--- config.mk ---
export PLATFORM = sky130hd
export DESIGN_NAME = imem_prog_loader
export DESIGN_NICKNAME = d
export VERILOG_FILES = /design/src/rtl/imem_prog_loader.sv
export SDC_FILE = /design/constraint.sdc
export NUM_CORES = 1
export LEC_CHECK = 0
export ABC_AREA = 1
export CORE_MARGIN = 1.5
export CORE_UTILIZATION = 54
export DETAILED_ROUTE_END_ITERATION = 16
export GPL_TIMING_DRIVEN = 0
export PLACE_DENSITY = 0.86
export SLEW_MARGIN = 20
export SYNTH_ARGS = -nofsm -noshare
export SYNTH_HDL_FRONTEND = slang
export SYNTH_SLANG_ARGS = --single-unit
--- constraint.sdc ---
create_clock -name clk -period 3.6 [get_ports clk]
set_input_delay 0.54 -clock clk [delete_from_list [all_inputs] [get_ports clk]]
set_output_delay 0.54 -clock clk [all_outputs]
set_load 0.01 [all_outputs]
--- src/rtl/imem_prog_loader.sv ---
// Instruction memory program loader.
// Streams words from a valid/ready source into big-endian byte writes while stalling the core.
module imem_prog_loader #(
  parameter int ADDR_BUS_WIDTH = 16,
  parameter int DATA_BUS_WIDTH = 32,
  parameter int COUNT_WIDTH    = 16
) (
  input  logic                      clk,
  input  logic                      rst_n,
  input  logic                      start,
  input  logic [ADDR_BUS_WIDTH-1:0] base_addr,
  input  logic [COUNT_WIDTH-1:0]    word_count,
  input  logic                      s_valid,
  input  logic [DATA_BUS_WIDTH-1:0] s_data,
  output logic                      s_ready,
  output logic                      mem_we,
  output logic [ADDR_BUS_WIDTH-1:0] mem_addr,
  output logic [7:0]                mem_wdata,
  output logic                      busy,
  output logic                      cpu_stall,
  output logic                      done,
  output logic                      err
);

  localparam int BYTES = DATA_BUS_WIDTH / 8;
  localparam int IDXW  = (BYTES > 1) ? $clog2(BYTES) : 1;

  typedef enum logic [1:0] {
    IDLE,
    WAIT_WORD,
    WRITE,
    DONE
  } state_t;

  state_t state;
  state_t state_nx;

  logic [ADDR_BUS_WIDTH-1:0] ptr;
  logic [COUNT_WIDTH-1:0]    remaining;
  logic [IDXW-1:0]           byte_idx;
  logic [DATA_BUS_WIDTH-1:0] shreg;
  logic                      err_q;
  logic                      misaligned;
  logic                      last_byte;
  logic                      start_ok;

  assign misaligned = |(base_addr & ADDR_BUS_WIDTH'(BYTES - 1));
  assign last_byte  = (byte_idx == IDXW'(BYTES - 1));
  assign start_ok   = (state == IDLE) && start && !misaligned;

  always_ff @(posedge clk or negedge rst_n) begin
    if (!rst_n) begin
      state <= IDLE;
    end else begin
      state <= state_nx;
    end
  end

  always_comb begin
    state_nx = state;
    unique case (state)
      IDLE: begin
        if (start_ok) begin
          state_nx = (word_count == '0) ? DONE : WAIT_WORD;
        end
      end
      WAIT_WORD: begin
        if (s_valid) begin
          state_nx = WRITE;
        end
      end
      WRITE: begin
        if (last_byte) begin
          state_nx = (remaining == COUNT_WIDTH'(1)) ? DONE : WAIT_WORD;
        end
      end
      DONE: begin
        state_nx = IDLE;
      end
      default: state_nx = IDLE;
    endcase
  end

  // Bytes leave the top of the shift register, so MSB goes to the lowest address.
  always_ff @(posedge clk or negedge rst_n) begin
    if (!rst_n) begin
      ptr       <= '0;
      remaining <= '0;
      byte_idx  <= '0;
      shreg     <= '0;
      err_q     <= 1'b0;
    end else begin
      err_q <= (state == IDLE) && start && misaligned;
      if (start_ok && (word_count != '0)) begin
        ptr       <= base_addr;
        remaining <= word_count;
      end
      if ((state == WAIT_WORD) && s_valid) begin
        shreg    <= s_data;
        byte_idx <= '0;
      end
      if (state == WRITE) begin
        ptr      <= ptr + ADDR_BUS_WIDTH'(1);
        shreg    <= shreg << 8;
        byte_idx <= byte_idx + IDXW'(1);
        if (last_byte) begin
          remaining <= remaining - COUNT_WIDTH'(1);
        end
      end
    end
  end

  assign s_ready   = (state == WAIT_WORD);
  assign mem_we    = (state == WRITE);
  assign mem_addr  = ptr;
  assign mem_wdata = shreg[DATA_BUS_WIDTH-1 -: 8];
  assign busy      = (state == WAIT_WORD) || (state == WRITE);
  assign cpu_stall = busy;
  assign done      = (state == DONE);
  assign err       = err_q;

endmodule

==> flow_results.org <==
** CTS
- Depth of the CTS H-tree :: 3
- At the later pin of the worst-skew pair, clock insertion delay measures approximately 0.35 ns.
- Gates resized during post-CTS repair numbered 0.
- Counting along the longest clock path gives a buffer depth of 2.
- Post-CTS setup-driven buffer insertion count :: 0
- After clock tree synthesis, the clock-pin slew on the worst setup and hold paths is 0.08 ns.
- Clock sink total :: 69
- TritonCTS built the clock tree.
- Count of hold buffers inserted by post-cts repair :: 0
- TritonCTS buffer count :: 9
- Clock Tree Root :: clkbuf_8

** Routing
- In the routed design, unresolved DRC markers number 0.
- Per-cell routed wire length :: between 15 and 20 um
- The detail route stage leaves a number of antenna-violating nets equal to 0.
- Total via count in the routed design :: 4261
- The first detailed-routing pass ran for 5 iterations.
- Via-per-instance ratio :: approximately 5.5
- Wire length after detailed routing :: roughly 12000 um
- For this block, the initial DRC count from the detailed router was between 200 and 300.

** Layout
- Of the cells placed in the final design, the portion with a size suffix greater than 1 is 0.07038.
- The repair_antennas step left the layout with diodes totalling 0.
- Fraction of the core area covered by cells at the end of the flow :: 0.7457
- Compared with the post-synthesis result, the final layout area differs by 33.18%.
- Post-layout nets :: approximately 750

** Status
- The run finished with clean final reports.

** Setup path
- Worst reg2reg path startpoint :: state[1]
- STA classifies the critical path endpoint as a primary output.
- Critical path's largest stage delay :: ~0.54 ns
- CP max FO :: 4
- Launching element type of the critical path :: flip-flop
- Worst Setup SP :: state[1]
- Required time at the worst-slack endpoint :: ~3.1 ns
- Slowest stage cell, crit path :: clkdlybuf4s50_1
- Class of the most critical setup path :: reg -> out
- The signal on the critical path passes through inv_1, ha_1, buf_4, clkdlybuf4s50_1.
- Data arrives at the worst endpoint at about 1.8 ns.

** Timing
- Final clock skew :: 0.01064 ns
- At the pin with the least slew margin, the transition time is between 0.5 and 0.6 ns.
- Maximum achievable frequency :: 427.0 MHz
- In this run the tightest slew margin relative to its limit is 0.6031.
- Setup repair after global routing left no endpoint under its margin.
- Setup violations remaining at the end of the flow were counted as 0.
- The final number of hold-violating endpoints came to 0.
- Part of the cycle the worst path needs :: 0.6505
- In the final timing run, aggregate negative setup slack is 0 ns.
- The clock period could shrink to 2.342 ns.
- Number of pins exceeding their max-slew limit in the final report :: 0

** Logic synthesis
- After synthesis the cells add up to a little over 4000 um^2.
- Most instantiated flip-flop cell in the synthesis netlist :: dfrtp_1
- Cells after Synth :: 568
- Flop and latch count out of synthesis :: 69
- The number of different library cells used by synthesis comes to 29.
- In this run, synthesis inferred 0 flip-flops with an integrated enable.
- Sequential fraction of the synthesis area :: 0.4251
- Mean instance size in the synthesized netlist :: approximately 7.2 um^2
- For this run, asynchronously set or reset flops after synthesis account for 1.000.
- Number of warning messages in the yosys log :: 0
- Synthesized net count :: around 650

** Run
- The tool flagged a number of max-cap violations equal to 0.

** Global routing
- Global routing finished with a remaining overflow of 0.
- Antenna violations before repair :: 0
- The first global-routing pass estimated roughly 20000 um of wire.
- Number of global-route vias before repair :: 4286
- Entering global routing, the biggest net connects between 50 and 60 pins.
- Across every metal layer, demand over resource in global routing totals 0.3082.

** Die
- Num rows :: 31
- For this design the top-level I/O count stands at around 100.
- Vertical extent of the die :: around 90 um
- Measured along the x axis, the die boundary spans roughly 90 um.
- The core region is 7253 um^2.
- Initial core utilization :: 0.5599
- Total Die Area :: roughly 8100 um^2

** Pwr
- The analysis attributes to cell leakage a power of around 2.6 nW.
- IR analysis of the VDD net gives a maximum drop of 0.4840 mV.
- Power per unit of standard cell area :: between 700 and 800 nW/um^2
- Final Total Pwr :: around 4.3 mW

** Placement
- The wire-length estimate of the detail-placed layout is between 8000 and 9000 um.
- Last weighted congestion value of the routability-driven placer :: roughly 0.94
- Port-buffer cells :: 97

** Hold path
- Worst hold path class :: in -> async
cells by family after synthesis:
logic type | Yosys count | share of synthesized area
flip-flops | 69 | 0.4251
AO/OA/AOI/OAI | 64 | 0.09828
AND/OR/NAND/NOR | 349 | 0.3598
XOR/XNOR | 3 | 0.006471
adder cells (fa/ha/maj) | 9 | 0.02773
buffers and inverters | 74 | 0.08256
synth_stat cells, types with 2 or more instances:
master,instances,area (um^2)
a21oi_1,14,70.07
a22o_1,9,78.83
a31oi_1,9,56.30
buf_2,13,65.06
buf_4,11,82.58
clkbuf_1,7,26.28
dfrtp_1,69,1727
ha_1,9,112.6
inv_1,41,153.9
nand2_1,158,593.1
nand3_1,57,285.3
nand3b_1,8,60.06
nand4_1,10,62.56
nor2_1,109,409.1
nor3_1,2,10.01
o21ai_0,11,55.05
o21bai_1,2,15.01
o22ai_1,16,100.1
or2_2,2,12.51
xnor2_1,2,17.52
metal layers:
layer / share of wire / wire length [um] / track usage
met3: 0.084 / 998 / 0.08206
met5: 0 / 0 / 0
met4: 0.015 / 183 / 0.1230
met1: 0.41 / 4832 / 0.3847
met2: 0.49 / 5809 / 0.5095
report_power, final:
part | internal, mW | switching, mW | leakage (nW)
Sequential | 1.16 | 0.354 | 0.808
Clock | 0.400 | 0.326 | 0.115
Combinational | 0.920 | 1.11 | 1.63
Total | 2.48 | 1.79 | 2.55
cell type report:
type	count	area, um^2
well taps	99	123.9
clock buffers	9	123.9
plain buffers	32	177.7
clock inverters	7	103.9
repair buffers	98	996.0
flip-flops and latches	69	1727
inverters	42	157.7
multi-input cells	425	1999
fillers	567	1844
worst max-delay path: cells and delay by family (launching register included):
| family | cells | cell delay, ns |
|---|---|---|
| fa+ha+maj | 1 | 0.30 |
| buf+inv | 3 | 0.74 |
| flops | 1 | 0.41 |
sequential cells by signal, indices dropped and copies added, names as in the netlist:
register	flops
byte_idx	2
err	1
mem_addr	16
shreg	32
remaining	16
state	2
stage by stage:
step                instance area [um^2]  worst slack, ns  hold slack (ns)  cells
floorplan                           4061            1.921           0.2444    568
global placement                    5156          -0.3719           0.4638    764
detailed placement                  5181            1.243           0.4117    765
CTS                                 5409            1.240          0.03045    781
global route                        5409            1.193          0.03160    781
finish                              5409            1.258          0.03793    781
worst paths after layout:
kind                                to  slack, ns  depth (start not counted)
max in group asynchronous     shreg[6]       3.01                          2
min in group clk           byte_idx[0]       0.48                          1
setup / recovery             cpu_stall       1.26                          4
setup reg to reg             shreg[28]       1.49                          8
hold / removal             mem_addr[8]       0.04                          1
hold reg to reg            byte_idx[0]       0.48                          1
cell usage in the layout (no fill, tap or decap), drive strengths merged:
cell / synthesis / layout
or2: 2 / 2
dfrtp: 69 / 69
o22ai: 16 / 16
inv: 41 / 44
buf: 25 / 27
clkinv: 1 / 3
o21ai: 11 / 11
nand3: 57 / 57
clkdlybuf4s50: 0 / 96
a21oi: 15 / 15
xor2: 1 / 1
clkbuf: 7 / 16
nor2: 110 / 110
o211ai: 1 / 1
xnor2: 2 / 2
a22oi: 1 / 1
nand2: 159 / 159
a31oi: 9 / 9
a22o: 9 / 9
nand4: 10 / 10
ha: 9 / 9
nor3: 3 / 3
nand3b: 8 / 8
bufinv: 0 / 2
o21bai: 2 / 2
Note: power is estimated with default switching activity, not from simulation.
